### config.mk
export PLATFORM = sky130hd
export DESIGN_NAME = vga_timing_gen_flat
export DESIGN_NICKNAME = d
export VERILOG_FILES = /design/src/rtl/vga_pkg.sv /design/src/rtl/vga_timing_gen_if.sv /design/src/rtl/vga_axis_counter.sv /design/src/rtl/vga_timing_gen.sv /design/src/flat_wrapper.sv
export SDC_FILE = /design/constraint.sdc
export NUM_CORES = 1
export LEC_CHECK = 0
export CORE_MARGIN = 10
export CORE_UTILIZATION = 45
export DETAILED_ROUTE_END_ITERATION = 10
export GPL_TIMING_DRIVEN = 0
export PLACE_DENSITY_LB_ADDON = 0.2
export SKIP_LAST_GASP = 1
export SLEW_MARGIN = 5
export SYNTH_ARGS = -nofsm -noshare
export SYNTH_HDL_FRONTEND = slang
export SYNTH_SLANG_ARGS = --single-unit
### constraint.sdc
create_clock -name sys_clk -period 4.55 [get_ports sys_clk]
set_input_delay 0.455 -clock sys_clk [delete_from_list [all_inputs] [get_ports sys_clk]]
set_output_delay 0.455 -clock sys_clk [all_outputs]
set_load 0.01 [all_outputs]
### src/rtl/vga_pkg.sv
// Shared VGA timing defaults (800x600@72), RGB colour codes and timing helpers.
package vga_pkg;

    localparam int unsigned DEF_H_VIS  = 800;
    localparam int unsigned DEF_H_FP   = 56;
    localparam int unsigned DEF_H_SYNC = 120;
    localparam int unsigned DEF_H_BP   = 64;
    localparam int unsigned DEF_V_VIS  = 600;
    localparam int unsigned DEF_V_FP   = 37;
    localparam int unsigned DEF_V_SYNC = 6;
    localparam int unsigned DEF_V_BP   = 23;

    localparam int unsigned RGB_W = 3;

    // 3-bit RGB, red in the MSB
    localparam logic [RGB_W-1:0] C_BLACK   = 3'b000;
    localparam logic [RGB_W-1:0] C_RED     = 3'b100;
    localparam logic [RGB_W-1:0] C_GREEN   = 3'b010;
    localparam logic [RGB_W-1:0] C_YELLOW  = 3'b110;
    localparam logic [RGB_W-1:0] C_BLUE    = 3'b001;
    localparam logic [RGB_W-1:0] C_MAGENTA = 3'b101;
    localparam logic [RGB_W-1:0] C_CYAN    = 3'b011;
    localparam logic [RGB_W-1:0] C_WHITE   = 3'b111;

    function automatic int unsigned total(input int unsigned vis, input int unsigned fp,
                                          input int unsigned sync, input int unsigned bp);
        return vis + fp + sync + bp;
    endfunction

endpackage

### src/rtl/vga_timing_gen_if.sv
// Raster timing bundle from the timing generator to the pixel/colour logic.
interface vga_timing_gen_if #(
    parameter int unsigned CNT_W   = 11,
    parameter int unsigned FRAME_W = 16
);
    logic               pix_en_out;
    logic               hsync_out;
    logic               vsync_out;
    logic               blank_out;
    logic [CNT_W-1:0]   x_coord_out;
    logic [CNT_W-1:0]   y_coord_out;
    logic               line_start_out;
    logic               frame_start_out;
    logic [FRAME_W-1:0] frame_cnt_out;

    modport master (
        output pix_en_out, hsync_out, vsync_out, blank_out, x_coord_out, y_coord_out,
               line_start_out, frame_start_out, frame_cnt_out
    );

    modport slave (
        input  pix_en_out, hsync_out, vsync_out, blank_out, x_coord_out, y_coord_out,
               line_start_out, frame_start_out, frame_cnt_out
    );
endinterface

### src/rtl/vga_axis_counter.sv
// One raster axis: position counter plus combinational sync/visible/coordinate decode.
module vga_axis_counter
    import vga_pkg::*;
#(
    parameter int unsigned VIS   = DEF_H_VIS,
    parameter int unsigned FP    = DEF_H_FP,
    parameter int unsigned SYNC  = DEF_H_SYNC,
    parameter int unsigned BP    = DEF_H_BP,
    parameter bit          POL   = 1'b0,
    parameter int unsigned CNT_W = 11
) (
    input  logic             clk_i,
    input  logic             rst_i,
    input  logic             step_i,
    output logic [CNT_W-1:0] cnt_o,
    output logic             wrap_c_o,
    output logic             sync_c_o,
    output logic             vis_c_o,
    output logic [CNT_W-1:0] coord_c_o
);
    localparam int unsigned      TOTAL   = total(VIS, FP, SYNC, BP);
    localparam logic [CNT_W-1:0] LAST    = CNT_W'(TOTAL - 1);
    localparam logic [CNT_W-1:0] VIS_N   = CNT_W'(VIS);
    localparam logic [CNT_W-1:0] SYNC_LO = CNT_W'(VIS + FP);
    localparam logic [CNT_W-1:0] SYNC_HI = CNT_W'(VIS + FP + SYNC);

    logic [CNT_W-1:0] cnt_q;
    logic [CNT_W-1:0] cnt_d;
    logic             sync_act;

    always_comb begin
        cnt_d = cnt_q;
        if (step_i) begin
            cnt_d = wrap_c_o ? '0 : cnt_q + CNT_W'(1);
        end
    end

    always_ff @(posedge clk_i) begin
        if (rst_i) begin
            cnt_q <= '0;
        end else begin
            cnt_q <= cnt_d;
        end
    end

    // Wrap is qualified by step so the next axis / frame counter can chain directly.
    assign wrap_c_o  = step_i && (cnt_q == LAST);
    assign sync_act  = (cnt_q >= SYNC_LO) && (cnt_q < SYNC_HI);
    assign sync_c_o  = sync_act ? POL : !POL;
    assign vis_c_o   = (cnt_q < VIS_N);
    assign coord_c_o = vis_c_o ? cnt_q : '1;
    assign cnt_o     = cnt_q;

endmodule

### src/rtl/vga_timing_gen.sv
// Single-clock VGA raster generator: pixel divider, chained axis counters, frame counter, registered decode.
module vga_timing_gen
    import vga_pkg::*;
#(
    parameter int unsigned H_VIS   = DEF_H_VIS,
    parameter int unsigned H_FP    = DEF_H_FP,
    parameter int unsigned H_SYNC  = DEF_H_SYNC,
    parameter int unsigned H_BP    = DEF_H_BP,
    parameter int unsigned V_VIS   = DEF_V_VIS,
    parameter int unsigned V_FP    = DEF_V_FP,
    parameter int unsigned V_SYNC  = DEF_V_SYNC,
    parameter int unsigned V_BP    = DEF_V_BP,
    parameter bit          H_POL   = 1'b0,
    parameter bit          V_POL   = 1'b0,
    parameter int unsigned PIX_DIV = 1,
    parameter int unsigned CNT_W   = 11,
    parameter int unsigned FRAME_W = 16
) (
    input  logic             sys_clk,
    input  logic             sys_rst,
    vga_timing_gen_if.master vga
);
    localparam int unsigned      DIV_W    = (PIX_DIV > 1) ? $clog2(PIX_DIV) : 1;
    localparam logic [DIV_W-1:0] DIV_LAST = DIV_W'(PIX_DIV - 1);

    logic [DIV_W-1:0]   div_cnt_q, div_cnt_d;
    logic               pix_en;
    logic [FRAME_W-1:0] frame_cnt_q, frame_cnt_d;

    logic [CNT_W-1:0]   h_cnt, v_cnt, h_coord, v_coord;
    logic               h_wrap, v_wrap, h_sync, v_sync, h_vis, v_vis, v_step;

    logic               pix_en_q;
    logic               hsync_q, hsync_d;
    logic               vsync_q, vsync_d;
    logic               blank_q, blank_d;
    logic [CNT_W-1:0]   x_q, x_d;
    logic [CNT_W-1:0]   y_q, y_d;
    logic               line_start_q, line_start_d;
    logic               frame_start_q, frame_start_d;
    logic [FRAME_W-1:0] frame_out_q, frame_out_d;

    assign pix_en = (div_cnt_q == DIV_LAST);
    assign v_step = h_wrap;

    vga_axis_counter #(
        .VIS(H_VIS), .FP(H_FP), .SYNC(H_SYNC), .BP(H_BP), .POL(H_POL), .CNT_W(CNT_W)
    ) u_h_axis (
        .clk_i(sys_clk), .rst_i(sys_rst), .step_i(pix_en), .cnt_o(h_cnt),
        .wrap_c_o(h_wrap), .sync_c_o(h_sync), .vis_c_o(h_vis), .coord_c_o(h_coord)
    );

    vga_axis_counter #(
        .VIS(V_VIS), .FP(V_FP), .SYNC(V_SYNC), .BP(V_BP), .POL(V_POL), .CNT_W(CNT_W)
    ) u_v_axis (
        .clk_i(sys_clk), .rst_i(sys_rst), .step_i(v_step), .cnt_o(v_cnt),
        .wrap_c_o(v_wrap), .sync_c_o(v_sync), .vis_c_o(v_vis), .coord_c_o(v_coord)
    );

    always_comb begin
        div_cnt_d   = pix_en ? '0 : div_cnt_q + DIV_W'(1);
        frame_cnt_d = v_wrap ? frame_cnt_q + FRAME_W'(1) : frame_cnt_q;
    end

    // Decode of the pre-increment counters; registers hold between pixel enables.
    always_comb begin
        hsync_d       = hsync_q;
        vsync_d       = vsync_q;
        blank_d       = blank_q;
        x_d           = x_q;
        y_d           = y_q;
        line_start_d  = line_start_q;
        frame_start_d = frame_start_q;
        frame_out_d   = frame_out_q;
        if (pix_en) begin
            hsync_d       = h_sync;
            vsync_d       = v_sync;
            blank_d       = !(h_vis && v_vis);
            x_d           = h_coord;
            y_d           = v_coord;
            line_start_d  = (h_cnt == '0);
            frame_start_d = (h_cnt == '0) && (v_cnt == '0);
            frame_out_d   = frame_cnt_q;
        end
    end

    always_ff @(posedge sys_clk) begin
        if (sys_rst) begin
            div_cnt_q     <= '0;
            frame_cnt_q   <= '0;
            pix_en_q      <= 1'b0;
            hsync_q       <= !H_POL;
            vsync_q       <= !V_POL;
            blank_q       <= 1'b1;
            x_q           <= '1;
            y_q           <= '1;
            line_start_q  <= 1'b0;
            frame_start_q <= 1'b0;
            frame_out_q   <= '0;
        end else begin
            div_cnt_q     <= div_cnt_d;
            frame_cnt_q   <= frame_cnt_d;
            pix_en_q      <= pix_en;
            hsync_q       <= hsync_d;
            vsync_q       <= vsync_d;
            blank_q       <= blank_d;
            x_q           <= x_d;
            y_q           <= y_d;
            line_start_q  <= line_start_d;
            frame_start_q <= frame_start_d;
            frame_out_q   <= frame_out_d;
        end
    end

    assign vga.pix_en_out      = pix_en_q;
    assign vga.hsync_out       = hsync_q;
    assign vga.vsync_out       = vsync_q;
    assign vga.blank_out       = blank_q;
    assign vga.x_coord_out     = x_q;
    assign vga.y_coord_out     = y_q;
    assign vga.line_start_out  = line_start_q;
    assign vga.frame_start_out = frame_start_q;
    assign vga.frame_cnt_out   = frame_out_q;

endmodule
### src/flat_wrapper.sv
// flat-port wrapper written by rule: the top's interface ports become plain ports
module vga_timing_gen_flat import vga_pkg::*;
#(
    parameter int unsigned H_VIS   = DEF_H_VIS,
    parameter int unsigned H_FP    = DEF_H_FP,
    parameter int unsigned H_SYNC  = DEF_H_SYNC,
    parameter int unsigned H_BP    = DEF_H_BP,
    parameter int unsigned V_VIS   = DEF_V_VIS,
    parameter int unsigned V_FP    = DEF_V_FP,
    parameter int unsigned V_SYNC  = DEF_V_SYNC,
    parameter int unsigned V_BP    = DEF_V_BP,
    parameter bit          H_POL   = 1'b0,
    parameter bit          V_POL   = 1'b0,
    parameter int unsigned PIX_DIV = 1,
    parameter int unsigned CNT_W   = 11,
    parameter int unsigned FRAME_W = 16
)
  (sys_clk, sys_rst, vga_pix_en_out, vga_hsync_out, vga_vsync_out, vga_blank_out, vga_x_coord_out, vga_y_coord_out, vga_line_start_out, vga_frame_start_out, vga_frame_cnt_out);
  vga_timing_gen_if #(.CNT_W(CNT_W), .FRAME_W(FRAME_W)) vga_i ();
  input  logic sys_clk;
  input  logic sys_rst;
  output wire logic [$bits(vga_i.pix_en_out)-1:0] vga_pix_en_out;
  output wire logic [$bits(vga_i.hsync_out)-1:0] vga_hsync_out;
  output wire logic [$bits(vga_i.vsync_out)-1:0] vga_vsync_out;
  output wire logic [$bits(vga_i.blank_out)-1:0] vga_blank_out;
  output wire logic [$bits(vga_i.x_coord_out)-1:0] vga_x_coord_out;
  output wire logic [$bits(vga_i.y_coord_out)-1:0] vga_y_coord_out;
  output wire logic [$bits(vga_i.line_start_out)-1:0] vga_line_start_out;
  output wire logic [$bits(vga_i.frame_start_out)-1:0] vga_frame_start_out;
  output wire logic [$bits(vga_i.frame_cnt_out)-1:0] vga_frame_cnt_out;
  assign vga_pix_en_out = vga_i.pix_en_out;
  assign vga_hsync_out = vga_i.hsync_out;
  assign vga_vsync_out = vga_i.vsync_out;
  assign vga_blank_out = vga_i.blank_out;
  assign vga_x_coord_out = vga_i.x_coord_out;
  assign vga_y_coord_out = vga_i.y_coord_out;
  assign vga_line_start_out = vga_i.line_start_out;
  assign vga_frame_start_out = vga_i.frame_start_out;
  assign vga_frame_cnt_out = vga_i.frame_cnt_out;
  vga_timing_gen #(.H_VIS(H_VIS), .H_FP(H_FP), .H_SYNC(H_SYNC), .H_BP(H_BP), .V_VIS(V_VIS), .V_FP(V_FP), .V_SYNC(V_SYNC), .V_BP(V_BP), .H_POL(H_POL), .V_POL(V_POL), .PIX_DIV(PIX_DIV), .CNT_W(CNT_W), .FRAME_W(FRAME_W)) u_core (.sys_clk(sys_clk), .sys_rst(sys_rst), .vga(vga_i));
endmodule
==> results by group <==
Worst setup path
  • WP buf/inv: 2
  • CP Depth: 7
  • Family with the most delay on the worst path: simple AND/OR/NAND/NOR gates
  • Crit path from: u_core.u_h_axis.cnt_o[0]
  • Worst Path Arrival: 2480 ps
  • Slowest-stage cell, CP: or4_1
  • Worst path max stage delay: 500 ps
  • Setup crit start kind: register
  • CP Capture Type: register
  • Critical Path Sink: u_core.frame_cnt_q[12]
  • Worst R2R Path Depth: 7
  • FF-to-FF setup slack: 2360 ps
  • Critical R2R Launch: u_core.u_h_axis.cnt_o[0]
  • Crit-path cells: ha_1, and4b_1, buf_2, nand4_1, dlymetal6s2s_1, or4_1, a21oi_1
  • R2R Path End: u_core.frame_cnt_q[12]
  • Setup CP Type: register to register
  • Crit-path max FO: 10
  • Required @ worst endpoint: 4840 ps

Clock tree
  • CTS H-tree depth: 3
  • Root buf cell: clkbuf_8
  • Skew-Pair Late Insertion Delay: 360 ps
  • CTS max path bufs: 2
  • CTS tree: done
  • Post-CTS Setup Inserts: 0
  • Post-cts hold buffer count: 0
  • Worst-path clk slew: 90 ps
  • Post-CTS sizing: 0
  • CTS Buf Count: 9
  • Clock net sink count: 83

Route
  • Wirelength, routed: 8.37 mm
  • Vias: 2933
  • DRT antenna net count: 0
  • Routed WL per cell: 15.4 um
  • First-pass DRT Iterations: 4
  • Vias per cell: 5.40
  • # DRC: 0
  • Iter 0 DRT Violations: 195

Synthesis
  • Post-synthesis cell type count: 52
  • Synth Cell Area: 3590 um^2
  • Top cell type by total area after synthesis: dfxtp_1
  • Ys Warns: 0
  • Synthesized Nets: 388
  • Seq/Total Area, Yosys: 0.462
  • Yosys top cell area share: 0.462
  • Mapped Cells: 380
  • Post-synth EDFFs: 0
  • Synthesis-stage register bit count: between 80 and 90
  • Synth top area cells: dfxtp_1 (46%), o22a_1 (4.6%), mux2i_1 (4.5%), nor2_1 (3.7%), a21oi_1 (3.5%)
  • Syn avg cell area: ~9.5 um^2
  • Async set-reset flop share out of synthesis: 0
  • Synth Flop Type: dfxtp_1

Die
  • Rows: 32
  • Io pins: 46
  • DIE AREA: about 12000 um^2
  • Die H: 109 um
  • Die width: roughly 110 um
  • Initial Util: 0.463
  • Core area: 7770 um^2

Job
  • Total of max-cap violations: 0

Finish
  • Ratio of cells with drive above 1 in the final layout: 0.102
  • Commonest non-fill, non-tap cells in the layout: dfxtp_1 (83), clkdlybuf4s50_1 (45), nor2_1 (35)
  • Synth-to-Final Area Change: 22.3%
  • NumNets Final: 444
  • Number of fill cells: 720
  • N_diodes: 0
  • Fin cells: 543
  • Most common cell after layout, fill and taps aside: dfxtp_1

Pwr
  • Power Total: roughly 0.0014 W
  • Pwr Density: approximately 330 nW/um^2
  • Lkg Pwr: around 1.6 nW
  • Worst VDD drop: ~140 uV

STA
  • RSZ-0062 raised after global routing: false
  • Setup TNS: 0 ps
  • Final setup margin: 2360 ps
  • Clock skew: 10.2 ps
  • Min cycle time layout: 2190 ps
  • Rel. slew slack: 0.507
  • Setup violators final: 0
  • Worst slew pin tran: 737 ps
  • Achievable Freq: 456 MHz
  • Slew Viols, Final: 0
  • Final worst path period share: 0.482
  • Final Hold Viols: 0

Worst hold path
  • Worst Hold Depth: 1
  • Hold Crit Class: register to register
  • Worst Hold Launch: u_core.vga.x_coord_out[0]

Global route
  • Total grt overflow: 0
  • Initial antenna violation count: 0
  • Global Route Usage Sum: 0.143
  • Largest net degree at the start of global routing: 16
  • First-pass GRT wire length: 13.8 mm
  • Vias in the first global route: 2751

Place
  • Post-DP HPWL: between 6 and 7 mm
  • Pre-CTS WS: 2240 ps
  • PortBufs: 45
  • Placer Congestion: a little over 0.8
  • Dpl cells: around 530

Status
  • Status: completed
==> metrics by stage <==
stage                     utilization  area, um^2  hold WS (ps)
after floorplan                     -        3590           451
after global placement          0.537        4170           444
after detailed placement        0.537        4170           452
after CTS                       0.566        4400           472
after global routing            0.566        4400           480
final                           0.566        4400           470
==> registers in the layout (all words and copies together), names as in the netlist <==
| signal | flops |
|---|---|
| u_core.vga.hsync_out | 1 |
| u_core.vga.x_coord_out | 11 |
| u_core.u_v_axis.cnt_o | 11 |
| u_core.vga.frame_cnt_out | 16 |
| u_core.div_cnt_q | 1 |
| u_core.vga.frame_start_out | 1 |
| u_core.u_h_axis.cnt_o | 11 |
| u_core.vga.line_start_out | 1 |
| u_core.vga.vsync_out | 1 |
| u_core.frame_cnt_q | 16 |
| u_core.vga.y_coord_out | 11 |
| u_core.vga.blank_out | 1 |
| u_core.vga.pix_en_out | 1 |
==> Yosys cell counts, drive strengths merged (6+ instances only) <==
library cell,count
mux2i,16
nor2,36
o31ai,7
nor3,11
a21oi,25
buf,13
nor2b,8
nand3,13
inv,12
and3,7
dfxtp,83
and4,6
mux2,6
o21ai,15
nand4,13
nand2,13
or3,13
clkbuf,13
o22a,20
ha,6
xnor2,6
or4,7
==> power by group <==
| group | leakage [nW] | switching, W | internal [W] |
|---|---|---|---|
| clock network | 0.114 | 0.000277 | 0.000314 |
| registers | 0.678 | 0.0000121 | 0.000746 |
| logic | 0.805 | 0.0000467 | 0.0000530 |
==> cell type report <==
| type | instances | area [um^2] | area share |
|---|---|---|---|
| buffer | 27 | 171 | 0.0390 |
| clock buffer | 9 | 124 | 0.0282 |
| clock inverter | 7 | 100 | 0.0228 |
| inverter | 12 | 45.0 | 0.0102 |
| multi-input combinational | 258 | 1720 | 0.390 |
| sequential | 83 | 1660 | 0.378 |
| tap | 102 | 128 | 0.0290 |
| timing repair buffer | 45 | 450 | 0.102 |
==> logic make-up after synthesis <==
| group | share of synthesized area |
|---|---|
| AND/OR/NAND/NOR | 0.223 |
| multiplexers | 0.0633 |
| buffers and inverters | 0.0602 |
| flip-flops | 0.462 |
| XOR/XNOR | 0.0219 |
| adder cells (fa/ha/maj) | 0.0209 |
| other | 0.00104 |
| AO/OA/AOI/OAI | 0.147 |
==> layer usage <==
layer	GRT usage	routed length (um)	part of all wire	vias up
li1	-	-	-	1486
met1	0.187	3930	0.47	1376
met2	0.225	3880	0.46	64
met3	0.0322	472	0.056	7
met4	0.0530	81	0.0097	0
met5	0	0	0	-
==> worst min path at each step <==
| stage | end | slack, ps |
|---|---|---|
| after floorplan | u_core.frame_cnt_q[15] | 450 |
| after global placement | u_core.vga.x_coord_out[5] | 440 |
| after detailed placement | u_core.vga.x_coord_out[5] | 450 |
| after CTS | u_core.vga.x_coord_out[5] | 470 |
| after global routing | u_core.vga.x_coord_out[5] | 480 |
| final | u_core.vga.x_coord_out[0] | 470 |
Note: power is estimated with default switching activity, not from simulation.
